[src/rtl/ddr_bw_pkg.sv]
// Shared types and derived size helpers for the DDR bandwidth-test sequencer.
package ddr_bw_pkg;

  typedef enum logic [2:0] {
    ST_IDLE,
    ST_CHECK,
    ST_ISSUE,
    ST_WAIT_ACK,
    ST_WAIT_DONE,
    ST_NEXT,
    ST_FIN
  } state_e;

  function automatic int beat_log2(input int data_width);
    return $clog2(data_width / 8);
  endfunction

  function automatic int burst_log2(input int data_width, input int burst_length);
    return $clog2((burst_length + 1) * (data_width / 8));
  endfunction

  localparam int BB       = 64 / 8;
  localparam int BUB      = (7 + 1) * BB;
  localparam int LOG2_BB  = beat_log2(64);
  localparam int LOG2_BUB = burst_log2(64, 7);

  function automatic logic [31:0] align_down(input logic [31:0] v, input int lg);
    return (v >> lg) << lg;
  endfunction

endpackage

[src/rtl/ddr_bw_wdog.sv]
// Per-chunk watchdog: counts enabled cycles since the last clear and flags the
// cycle in which the count would reach all-ones.
module ddr_bw_wdog #(
  parameter int TMO_W = 16
) (
  input  logic clk_i,
  input  logic rst_i,
  input  logic clr_i,
  input  logic en_i,
  output logic expired_o
);

  localparam logic [TMO_W-1:0] LAST = TMO_W'({TMO_W{1'b1}} - 1);

  logic [TMO_W-1:0] cnt_q;

  always_ff @(posedge clk_i) begin
    if (rst_i || clr_i) begin
      cnt_q <= '0;
    end else if (en_i && cnt_q != '1) begin
      cnt_q <= cnt_q + TMO_W'(1);
    end
  end

  // Expiry coincides with the increment that lands on all-ones.
  assign expired_o = en_i && (cnt_q == LAST);

endmodule

[src/rtl/ddr_bw_sched.sv]
// Chunked read/write command sequencer for the DDR bandwidth test: issues one
// engine command per chunk, waits for the idle handshake and times the run.
module ddr_bw_sched #(
  parameter int DATA_WIDTH   = 64,
  parameter int BURST_LENGTH = 7,
  parameter int TMO_W        = 16,
  parameter int CNT_W        = 16
) (
  input  logic             aclk,
  input  logic             areset,
  input  logic             start,
  input  logic             mode,
  input  logic [31:0]      base_addr,
  input  logic [31:0]      chunk_bytes,
  input  logic [CNT_W-1:0] n_chunks,
  output logic             rstart,
  output logic [31:0]      raddr,
  output logic [31:0]      rlength,
  input  logic             ridle,
  output logic             wstart,
  output logic [31:0]      waddr,
  output logic [31:0]      wnburst,
  input  logic             widle,
  output logic             busy,
  output logic             done,
  output logic             err_tmo,
  output logic             err_cfg,
  output logic [CNT_W-1:0] chunks_done,
  output logic [31:0]      cycle_cnt
);
  import ddr_bw_pkg::*;

  localparam int LG_BB  = beat_log2(DATA_WIDTH);
  localparam int LG_BUB = burst_log2(DATA_WIDTH, BURST_LENGTH);

  state_e state_q, state_d;

  logic             mode_q;
  logic [31:0]      addr_q, len_q, nburst_q;
  logic [CNT_W-1:0] n_q;

  logic             rstart_q, wstart_q, busy_q, done_q, err_tmo_q, err_cfg_q;
  logic [31:0]      raddr_q, rlength_q, waddr_q, wnburst_q, cyc_q;
  logic [CNT_W-1:0] chunks_q;

  logic accept, idle_sel, wd_clr, wd_en, wd_exp, last_chunk;

  assign accept     = (state_q == ST_IDLE) && start;
  assign idle_sel   = mode_q ? widle : ridle;
  assign wd_clr     = (state_q == ST_ISSUE);
  assign wd_en      = (state_q == ST_WAIT_ACK) || (state_q == ST_WAIT_DONE);
  assign last_chunk = (chunks_q + CNT_W'(1)) == n_q;

  ddr_bw_wdog #(.TMO_W(TMO_W)) u_wdog (
    .clk_i     (aclk),
    .rst_i     (areset),
    .clr_i     (wd_clr),
    .en_i      (wd_en),
    .expired_o (wd_exp)
  );

  always_comb begin
    state_d = state_q;
    unique case (state_q)
      ST_IDLE:      if (start) state_d = ST_CHECK;
      ST_CHECK:     state_d = (n_q == '0 || len_q == '0) ? ST_FIN : ST_ISSUE;
      ST_ISSUE:     state_d = ST_WAIT_ACK;
      // A handshake seen in the expiry cycle still counts as progress.
      ST_WAIT_ACK: begin
        if (!idle_sel)   state_d = ST_WAIT_DONE;
        else if (wd_exp) state_d = ST_FIN;
      end
      ST_WAIT_DONE: begin
        if (idle_sel)    state_d = ST_NEXT;
        else if (wd_exp) state_d = ST_FIN;
      end
      ST_NEXT:      state_d = last_chunk ? ST_FIN : ST_ISSUE;
      ST_FIN:       state_d = ST_IDLE;
      default:      state_d = ST_IDLE;
    endcase
  end

  // Transfer configuration is captured only on accept, so a start while busy
  // leaves it untouched.
  always_ff @(posedge aclk) begin
    if (accept) begin
      mode_q   <= mode;
      addr_q   <= base_addr;
      n_q      <= n_chunks;
      len_q    <= align_down(chunk_bytes, mode ? LG_BUB : LG_BB);
      nburst_q <= chunk_bytes >> LG_BUB;
    end else if (state_q == ST_NEXT) begin
      addr_q <= addr_q + len_q;
    end
  end

  always_ff @(posedge aclk) begin
    if (areset) begin
      state_q   <= ST_IDLE;
      rstart_q  <= 1'b0;
      wstart_q  <= 1'b0;
      raddr_q   <= '0;
      rlength_q <= '0;
      waddr_q   <= '0;
      wnburst_q <= '0;
      busy_q    <= 1'b0;
      done_q    <= 1'b0;
      err_tmo_q <= 1'b0;
      err_cfg_q <= 1'b0;
      chunks_q  <= '0;
      cyc_q     <= '0;
    end else begin
      state_q  <= state_d;
      rstart_q <= (state_q == ST_ISSUE) && !mode_q;
      wstart_q <= (state_q == ST_ISSUE) && mode_q;
      if (state_q == ST_ISSUE && !mode_q) begin
        raddr_q   <= addr_q;
        rlength_q <= len_q;
      end
      if (state_q == ST_ISSUE && mode_q) begin
        waddr_q   <= addr_q;
        wnburst_q <= nburst_q;
      end
      busy_q <= (state_q != ST_IDLE);
      done_q <= (state_q == ST_FIN);
      if (accept) begin
        chunks_q  <= '0;
        cyc_q     <= '0;
        err_tmo_q <= 1'b0;
        err_cfg_q <= 1'b0;
      end else begin
        if (state_q != ST_IDLE && cyc_q != '1) cyc_q <= cyc_q + 32'd1;
        if (state_q == ST_CHECK && n_q != '0 && len_q == '0) err_cfg_q <= 1'b1;
        if (wd_en && state_d == ST_FIN) err_tmo_q <= 1'b1;
        if (state_q == ST_NEXT) chunks_q <= chunks_q + CNT_W'(1);
      end
    end
  end

  assign rstart      = rstart_q;
  assign raddr       = raddr_q;
  assign rlength     = rlength_q;
  assign wstart      = wstart_q;
  assign waddr       = waddr_q;
  assign wnburst     = wnburst_q;
  assign busy        = busy_q;
  assign done        = done_q;
  assign err_tmo     = err_tmo_q;
  assign err_cfg     = err_cfg_q;
  assign chunks_done = chunks_q;
  assign cycle_cnt   = cyc_q;

endmodule

[config.mk]
export PLATFORM = sky130hd
export DESIGN_NAME = ddr_bw_sched
export DESIGN_NICKNAME = d
export VERILOG_FILES = /design/src/rtl/ddr_bw_pkg.sv /design/src/rtl/ddr_bw_wdog.sv /design/src/rtl/ddr_bw_sched.sv
export SDC_FILE = /design/constraint.sdc
export NUM_CORES = 1
export LEC_CHECK = 0
export BUFFER_PORTS_ARGS = -buffer_cell sky130_fd_sc_hd__buf_2
export CORE_ASPECT_RATIO = 0.75
export CORE_MARGIN = 4
export CORE_UTILIZATION = 59
export CTS_CLUSTER_SIZE = 24
export DETAILED_ROUTE_END_ITERATION = 12
export PLACE_DENSITY = 0.89
export SYNTH_ARGS = -nofsm -noshare
export SYNTH_HDL_FRONTEND = slang
export SYNTH_SLANG_ARGS = --single-unit
export TNS_END_PERCENT = 1
[constraint.sdc]
create_clock -name aclk -period 6.8 [get_ports aclk]
set_input_delay 0.68 -clock aclk [delete_from_list [all_inputs] [get_ports aclk]]
set_output_delay 0.68 -clock aclk [all_outputs]
set_load 0.01 [all_outputs]
==> results of run 1 <==
flip-flops by register name, indices dropped and copies added, names as in the netlist:
| name | cells |
|---|---|
| addr_q | 32 |
| busy | 1 |
| chunks_done | 16 |
| cycle_cnt | 32 |
| done | 1 |
| err_cfg | 1 |
| err_tmo | 1 |
| len_q | 30 |
| mode_q | 1 |
| n_q | 16 |
| nburst_q | 26 |
| raddr | 32 |
| rlength | 30 |
| rstart | 1 |
| state_q | 3 |
| u_wdog.cnt_q | 16 |
| waddr | 32 |
| wnburst | 26 |
| wstart | 1 |
cell families after synthesis:
family,count (synthesis),share of synthesized area
AO/OA/AOI/OAI,282,0.1252
flip-flops,298,0.5446
adder cells (fa/ha/maj),35,0.03457
AND/OR/NAND/NOR,568,0.1948
multiplexers,2,0.001554
buffers and inverters,124,0.04050
other,1,0.0002911
XOR/XNOR,86,0.05846
layer usage:
metal  track usage  up-vias  routed length, um
li1              -     5219                  -
met2        0.4381      587              15820
met3       0.05366       77               3225
met4       0.08308        2               1114
met1        0.3975     5235              15090
met5             0        -                 13
stage by stage:
step / total power, uW / std cells / cell area (um^2)
floorplan: 2773 / 1404 / 12910
global placement: 3009 / 1858 / 14220
detailed placement: 3039 / 1858 / 14220
CTS: 4677 / 1910 / 15210
global route: 4874 / 1911 / 15210
finish: 4676 / 1912 / 15220
worst register-to-register path, stage by stage, from the launching register on:
cell and delay [ns]:
sky130_fd_sc_hd__edfxtp_1 0.40, sky130_fd_sc_hd__ha_1 0.22, sky130_fd_sc_hd__inv_1 0.07, sky130_fd_sc_hd__fa_1 0.41, sky130_fd_sc_hd__nor2b_1 0.24, sky130_fd_sc_hd__o31ai_1 0.12
sky130_fd_sc_hd__a211oi_1 0.37, sky130_fd_sc_hd__o221ai_1 0.24, sky130_fd_sc_hd__a221oi_1 0.46, sky130_fd_sc_hd__o41ai_1 0.15, sky130_fd_sc_hd__xor2_1 0.15, sky130_fd_sc_hd__a21oi_1 0.08
layout make-up:
cell class	count	area, um^2	area share
antenna	2	5.005	0.0003289
clock buffer	40	817.0	0.05370
clock inverter	12	176.4	0.01159
sequential	298	7017	0.4611
inverter	24	92.59	0.006085
multi-input combinational	982	5389	0.3542
timing repair buffer	266	1359	0.08930
tap	288	360.3	0.02368
placed cells by master (no fill, tap or decap), types with 5 or more instances in the layout:
cell type,Yosys,routed
sky130_fd_sc_hd__nand2_1,307,306
sky130_fd_sc_hd__buf_2,1,255
sky130_fd_sc_hd__dfxtp_1,193,193
sky130_fd_sc_hd__a21oi_1,176,176
sky130_fd_sc_hd__edfxtp_1,105,105
sky130_fd_sc_hd__nor2_1,104,104
sky130_fd_sc_hd__xnor2_1,55,55
sky130_fd_sc_hd__o21ai_0,36,36
sky130_fd_sc_hd__ha_1,34,34
sky130_fd_sc_hd__xor2_1,31,31
sky130_fd_sc_hd__clkbuf_16,0,29
sky130_fd_sc_hd__nand3_1,27,27
sky130_fd_sc_hd__inv_1,24,23
sky130_fd_sc_hd__nand4_1,23,23
sky130_fd_sc_hd__nor3_1,18,18
sky130_fd_sc_hd__or3_1,16,16
sky130_fd_sc_hd__and3_1,15,15
sky130_fd_sc_hd__nor4_1,15,15
sky130_fd_sc_hd__a211oi_1,11,11
sky130_fd_sc_hd__buf_4,11,11
sky130_fd_sc_hd__o31ai_1,10,10
sky130_fd_sc_hd__conb_1,1,9
sky130_fd_sc_hd__nor2b_1,9,8
sky130_fd_sc_hd__o21a_1,7,7
sky130_fd_sc_hd__or4_1,7,7
sky130_fd_sc_hd__or2_2,6,6
sky130_fd_sc_hd__and4_1,6,6
sky130_fd_sc_hd__clkbuf_1,80,6
sky130_fd_sc_hd__a21o_1,5,5
sky130_fd_sc_hd__o211ai_1,5,5
sky130_fd_sc_hd__clkbuf_8,0,5
power by group through the flow:
stage                     Combinational (uW)  Clock [uW]  Sequential, uW
after floorplan                          608           0            2170
after global placement                   810           0            2200
after detailed placement                 833           0            2210
after CTS                                840        1670            2170
after global routing                     945        1750            2180
final                                    850        1650            2170
worst paths after layout:
kind | startpoint | end
setup / recovery | addr_q[2]$_DFFE_PP_ | addr_q[30]$_DFFE_PP_
hold / removal | n_chunks[13] | n_q[13]$_DFFE_PP_
setup reg to reg | addr_q[2]$_DFFE_PP_ | addr_q[30]$_DFFE_PP_
hold reg to reg | raddr[31]$_SDFFE_PP0P_ | raddr[31]$_SDFFE_PP0P_
==> tab_implementation.tex, run 1 <==
\begin{tabular}{lr}
\hline
Metric & Value \\
\hline
\multicolumn{2}{l}{\textbf{Yosys}} \\
Fraction of registers with async set/reset & 0 \\
Post-synthesis sequential area ratio & 0.5446 \\
Yosys Warn Count & 0 \\
Number of instances in the synthesized netlist & 1,396 \\
Post-synth design cell area & 12,880 um\^{}2 \\
Post-Synthesis Mean Instance Area & 9.229 um\^{}2 \\
Dominant register cell in the synthesized netlist & sky130\_fd\_sc\_hd\_\_dfxtp\_1 \\
Distinct cells, synth & 62 \\
EDFF count, synth & 105 \\
Most frequently used cell type in the post-synthesis netlist & sky130\_fd\_sc\_hd\_\_nand2\_1 \\
Cell type with the highest aggregate area in the netlist & sky130\_fd\_sc\_hd\_\_dfxtp\_1 \\
Ranking of synthesized cells by area & sky130\_fd\_sc\_hd\_\_dfxtp\_1 (30\%), sky130\_fd\_sc\_hd\_\_edfxtp\_1 (24\%), sky130\_fd\_sc\_hd\_\_nand2\_1 (8.9\%) \\
Flops \& latches, synth & 298 \\
Most frequent cells after synthesis & sky130\_fd\_sc\_hd\_\_nand2\_1 (307), sky130\_fd\_sc\_hd\_\_dfxtp\_1 (193), sky130\_fd\_sc\_hd\_\_a21oi\_1 (176) \\
Area fraction of the dominant cell type after synthesis & 0.2999 \\
\multicolumn{2}{l}{\textbf{Die}} \\
Vertical die dimension & 136.0 um \\
Area inside the core boundary & 21,300 um\^{}2 \\
Number of ports placed on the die boundary & 268 \\
X dimension of the die & 178.6 um \\
FP Rows & 46 \\
Die area & 24,290 um\^{}2 \\
Starting Density & 0.6050 \\
\multicolumn{2}{l}{\textbf{STA}} \\
RSZ-0062 raised after global routing & no \\
Fin. Hold Viols & 0 \\
Max Transition Viols Final & 0 \\
Max transition margin & 0.3942 \\
Final critical delay including setup and external delays & 3.149 ns \\
Worst hold margin & 0.3134 ns \\
Fmax & 0.3176 GHz \\
Count of final setup violators & 0 \\
Worst clock skew on the final layout & 0.009334 ns \\
Worst-margin pin slew & 0.9088 ns \\
Setup slack after layout & 3.651 ns \\
Final period utilization & 0.4631 \\
Summed negative setup slack over all endpoints & 0 ns \\
\multicolumn{2}{l}{\textbf{Clocking}} \\
Clock root buffer master & sky130\_fd\_sc\_hd\_\_clkbuf\_16 \\
Max clock buf depth & 3 \\
Setup Fix Bufs, Post-CTS & 0 \\
Number of clock sinks seen by CTS & 298 \\
CTS tree & done \\
Number of hold-repair buffers added at the cts stage & 0 \\
Number of CTS-inserted buffers & 28 \\
Depth of the CTS H-tree & 1 \\
Worst-skew pair later-pin latency & 0.54 ns \\
Post-CTS sizing & 0 \\
Clock transition time at the flip-flop clock pins of the worst setup and hold paths & 0.07 ns \\
\multicolumn{2}{l}{\textbf{Status}} \\
Run status & finished clean \\
\multicolumn{2}{l}{\textbf{Power}} \\
Cell internal pwr & 3355 uW \\
Fraction of power consumed by combinational cells & 0.182 \\
Power share of the sequential group & 0.465 \\
Switching fraction of total power & 0.2825 \\
Leakage component of the power & 0.006002 uW \\
Power density cells & 307.3 nW/um\^{}2 \\
Clock network power share & 0.353 \\
Psw & 1321 uW \\
Maximum vdd drop & 0.0001880 V \\
\multicolumn{2}{l}{\textbf{Place}} \\
Hpwl dp & 25,590 um \\
Setup slack at placement & 3.664 ns \\
Final RePlAce weighted congestion & 0.9341 \\
Number of buffers added on ports & 256 \\
\multicolumn{2}{l}{\textbf{Layout}} \\
Fillcell total & 1,638 \\
Synthesis-to-finish area growth & 18.10\% \\
Number of nets in the layout & 1,721 \\
Ratio of cells with drive above 1 in the final layout & 0.1998 \\
Core utilization of the finished layout & 0.7145 \\
\multicolumn{2}{l}{\textbf{Route}} \\
Total Wirelength & 35,260 um \\
Average via count per standard cell & 5.816 \\
Iteration-0 DRC Markers & 1,076 \\
Antenna Violating Nets Remaining & 0 \\
Count of vias placed by the detailed router & 11,120 \\
Number of iterations in the first detailed-routing pass & 6 \\
WL/cell & 18.44 um \\
Number of remaining DRC errors & 0 \\
\multicolumn{2}{l}{\textbf{Global routing}} \\
First-pass GRT wire length & 53,960 um \\
Total overflow reported by the global router & 0 \\
Total global-route track usage & 0.2794 \\
Pin count of the biggest net entering global routing & 85 \\
Vias in the first global route & 10,260 \\
Initial antenna violation count & 2 \\
\multicolumn{2}{l}{\textbf{Critical path}} \\
Critical path fanouts, max & 3 \\
Worst-case register-to-register setup slack & 3.65 ns \\
Data arrival time of the worst path & 3.42 ns \\
Number of buffer and inverter stages on the critical path & 1 \\
Startpoint Class & register \\
Cell depth of the worst flop-to-flop path & 11 \\
CP max stage cell & sky130\_fd\_sc\_hd\_\_a221oi\_1 \\
Depth of the critical timing path with buffers and inverters included & 11 \\
Setup crit end kind & register \\
Ordered list of cells on the worst path & ha\_1 > inv\_1 > fa\_1 > nor2b\_1 > o31ai\_1 > a211oi\_1 > o221ai\_1 > a221oi\_1 > o41ai\_1 > xor2\_1 > a21oi\_1 \\
Required time of the critical path & 7.07 ns \\
Largest delay share family, worst path & compound AO/OA/AOI/OAI gates \\
CP max stage delay & 0.46 ns \\
Worst setup path category & reg2reg \\
\multicolumn{2}{l}{\textbf{Min path}} \\
Worst hold path stage count & 1 \\
Tightest Hold Check Type & in2reg \\
\multicolumn{2}{l}{\textbf{Run}} \\
Max-capacitance violation count & 0 \\
\hline
\end{tabular}
No activity file was read; power rests on OpenSTA's default activity.
==> run 2: changes to the inputs <==
--- a/config.mk
+++ b/config.mk
@@ -8,10 +8,10 @@
 export BUFFER_PORTS_ARGS = -buffer_cell sky130_fd_sc_hd__buf_2
 export CORE_ASPECT_RATIO = 0.75
 export CORE_MARGIN = 4
-export CORE_UTILIZATION = 59
+export CORE_UTILIZATION = 50
 export CTS_CLUSTER_SIZE = 24
 export DETAILED_ROUTE_END_ITERATION = 12
-export PLACE_DENSITY = 0.89
+export PLACE_DENSITY = 0.81
 export SYNTH_ARGS = -nofsm -noshare
 export SYNTH_HDL_FRONTEND = slang
 export SYNTH_SLANG_ARGS = --single-unit
==> constraint.sdc (replaced) <==
create_clock -name aclk -period 2.58 [get_ports aclk]
set_input_delay 0.258 -clock aclk [delete_from_list [all_inputs] [get_ports aclk]]
set_output_delay 0.258 -clock aclk [all_outputs]
set_load 0.01 [all_outputs]
==> tab_implementation.tex, run 2 (synthesis results as in run 1) <==
\begin{tabular}{lr}
\hline
Metric & Value \\
\hline
\multicolumn{2}{l}{\textbf{Die}} \\
Starting Density & 0.5123 (-0.09271) \\
FP Rows & 50 (+8.7\%) \\
Area inside the core boundary & 25,150 um\^{}2 (+18\%) \\
Vertical die dimension & 147.0 um (+8.1\%) \\
Die area & 28,430 um\^{}2 (+17\%) \\
X dimension of the die & 193.4 um (+8.2\%) \\
Number of ports placed on the die boundary & 268 (unchanged) \\
\multicolumn{2}{l}{\textbf{Clocking}} \\
Number of clock sinks seen by CTS & 298 (unchanged) \\
Depth of the CTS H-tree & 1 (unchanged) \\
Max clock buf depth & 3 (unchanged) \\
Clock root buffer master & sky130\_fd\_sc\_hd\_\_clkbuf\_16 \\
CTS tree & done \\
Clock transition time at the flip-flop clock pins of the worst setup and hold paths & 0.06 ns (about the same) \\
Worst-skew pair later-pin latency & 0.55 ns (about the same) \\
Number of CTS-inserted buffers & 29 (+3.6\%) \\
\multicolumn{2}{l}{\textbf{Critical path}} \\
CP Launch Point & addr\_q[9]\$\_DFFE\_PP\_ \\
Worst setup path category & reg2reg \\
Setup crit end kind & register \\
Critical path fanouts, max & 5 (+2) \\
Worst-case register-to-register setup slack & -0.10 ns (-3.75 ns) \\
Required time of the critical path & 2.86 ns (-4.21 ns) \\
Startpoint Class & register \\
Launch instance of the worst register-to-register path & addr\_q[9]\$\_DFFE\_PP\_ \\
Data arrival time of the worst path & 2.96 ns (-0.46 ns) \\
\multicolumn{2}{l}{\textbf{Layout}} \\
Ratio of cells with drive above 1 in the final layout & 0.2751 (+0.07536) \\
Synthesis-to-finish area growth & 32.46\% \\
Core utilization of the finished layout & 0.6786 (-0.03596) \\
Most common cell after layout, fill and taps aside & sky130\_fd\_sc\_hd\_\_nand2\_1 \\
Commonest non-fill, non-tap cells in the layout & sky130\_fd\_sc\_hd\_\_nand2\_1 (306), sky130\_fd\_sc\_hd\_\_buf\_2 (255), sky130\_fd\_sc\_hd\_\_dfxtp\_1 (193), sky130\_fd\_sc\_hd\_\_a21oi\_1 (170), sky130\_fd\_sc\_hd\_\_buf\_4 (126) \\
Number of nets in the layout & 1,890 (+9.8\%) \\
Cell Count, Final, Fillers Out & 2,131 (+11\%) \\
\multicolumn{2}{l}{\textbf{STA}} \\
Final period utilization & 1.039 (+0.5759) \\
Max transition margin & 0.5175 (+0.1234) \\
Setup slack after layout & -0.1005 ns (-3.751 ns) \\
Final critical delay including setup and external delays & 2.680 ns (-0.4685 ns) \\
Count of final setup violators & 5 (+5) \\
Max Transition Viols Final & 0 (unchanged) \\
Summed negative setup slack over all endpoints & -0.3357 ns (-0.3357 ns) \\
Fmax & 0.3731 GHz (+17\%) \\
Worst-margin pin slew & 0.7237 ns (-0.1850 ns) \\
RSZ-0062 raised after global routing & yes \\
Worst clock skew on the final layout & 0.01329 ns (+0.003951 ns) \\
Fin. Hold Viols & 0 (unchanged) \\
\multicolumn{2}{l}{\textbf{Route}} \\
Antenna Violating Nets Remaining & 0 (unchanged) \\
Count of vias placed by the detailed router & 11,660 (+4.9\%) \\
Total Wirelength & 38,890 um (+10\%) \\
WL/cell & 18.25 um (-1.0\%) \\
Number of remaining DRC errors & 0 (unchanged) \\
Average via count per standard cell & 5.472 (-5.9\%) \\
Iteration-0 DRC Markers & 1,054 (-2.0\%) \\
Number of iterations in the first detailed-routing pass & 6 (unchanged) \\
\multicolumn{2}{l}{\textbf{Global routing}} \\
Vias in the first global route & 11,030 (+7.4\%) \\
Total global-route track usage & 0.2594 (-0.02002) \\
Total overflow reported by the global router & 0 (unchanged) \\
Initial antenna violation count & 1 (-1) \\
First-pass GRT wire length & 60,170 um (+12\%) \\
Pin count of the biggest net entering global routing & 87 (+2.4\%) \\
\multicolumn{2}{l}{\textbf{Power}} \\
Power density cells & 779.5 nW/um\^{}2 (+150\%) \\
Maximum vdd drop & 0.0005597 V (+200\%) \\
Leakage component of the power & 0.006873 uW (+15\%) \\
Total Power Consumption & 13,300 uW (+180\%) \\
\multicolumn{2}{l}{\textbf{Min path}} \\
Worst Hold Launch & base\_addr[29] \\
Tightest Hold Check Type & in2reg \\
\multicolumn{2}{l}{\textbf{Place}} \\
Hpwl dp & 27,670 um (+8.1\%) \\
Final RePlAce weighted congestion & 0.9488 (+1.6\%) \\
Number of placed instances with taps included & 2,015 (+8.4\%) \\
Number of buffers added on ports & 256 (unchanged) \\
\multicolumn{2}{l}{\textbf{Status}} \\
Run status & finished, violations left \\
Violated checks & negative setup slack \\
\multicolumn{2}{l}{\textbf{Run}} \\
Max-capacitance violation count & 0 (unchanged) \\
\hline
\end{tabular}
run 2: changes by cell type in the layout (fill, tap and decap cells not counted), moves of 4 or more:
cell / previous run / this run
sky130_fd_sc_hd__a21oi_1: 176 / 170
sky130_fd_sc_hd__a21oi_2: 0 / 6
sky130_fd_sc_hd__buf_12: 0 / 4
sky130_fd_sc_hd__buf_4: 11 / 126
sky130_fd_sc_hd__clkbuf_8: 5 / 9
sky130_fd_sc_hd__dlygate4sd3_1: 0 / 49
sky130_fd_sc_hd__ha_1: 34 / 23
sky130_fd_sc_hd__ha_4: 0 / 8
sky130_fd_sc_hd__o21ai_0: 36 / 28
sky130_fd_sc_hd__o21ai_1: 0 / 5
run 2: worst paths after layout:
| path | to | cells after the start |
|---|---|---|
| setup reg to reg | addr_q[30]$_DFFE_PP_ | 10 |
| hold reg to reg | raddr[26]$_SDFFE_PP0P_ | 2 |
| setup / recovery | addr_q[30]$_DFFE_PP_ | 10 |
| hold / removal | addr_q[29]$_DFFE_PP_ | 3 |
run 2: layout make-up:
type	count	area, um^2
Antenna cell	1	2.502
Clock buffer	46	922.1
Tap cell	338	422.9
Sequential cell	298	7017
Timing Repair Buffer	434	2793
Inverter	24	92.59
Multi-Input combinational cell	982	5719
Clock inverter	8	96.34
Fill cell	1995	8084
run 2: report_power, final:
group / internal, uW / leakage (uW) / switching, uW
combinational: 1440 / 0.00381 / 1750
sequential: 5360 / 0.00256 / 322
clock: 2650 / 0.000504 / 1780
run 2: timing repair:
item | CTS | global route
hold buffers | 49 | 0
cloned | 0 | 0
pin swaps | 8 | 20
hold endpoints to repair | 75 | 0
gates resized for setup | 28 | 37
setup endpoints to repair | 16 | 51
buffers inserted | 5 | 7
run 2: critical path: stages, from the launching register on:
cell	delay (ns)
sky130_fd_sc_hd__edfxtp_1	0.43
sky130_fd_sc_hd__ha_4	0.29
sky130_fd_sc_hd__a21oi_1	0.24
sky130_fd_sc_hd__o22ai_1	0.17
sky130_fd_sc_hd__or3_4	0.38
sky130_fd_sc_hd__o221ai_2	0.18
sky130_fd_sc_hd__a221oi_2	0.08
sky130_fd_sc_hd__buf_4	0.16
sky130_fd_sc_hd__o41ai_2	0.22
sky130_fd_sc_hd__xor2_1	0.19
sky130_fd_sc_hd__a21oi_1	0.08
run 2: metal layers:
layer	share of wire	up-vias	GRT usage
met3	0.096	61	0.07221
met5	0	-	0
met1	0.44	5576	0.3715
met2	0.44	467	0.3927
li1	-	5556	-
met4	0.023	0	0.06511
run 2: per-stage QoR:
step	setup slack, ns	area [um^2]	hold WS, ns
floorplan	-0.08372	12920	0.3569
global placement	-0.1806	15130	0.4359
detailed placement	-0.2497	15130	0.4364
CTS	-0.05126	16830	0.0008616
global route	-0.1997	17070	0.01459
finish	-0.1005	17070	0.02140
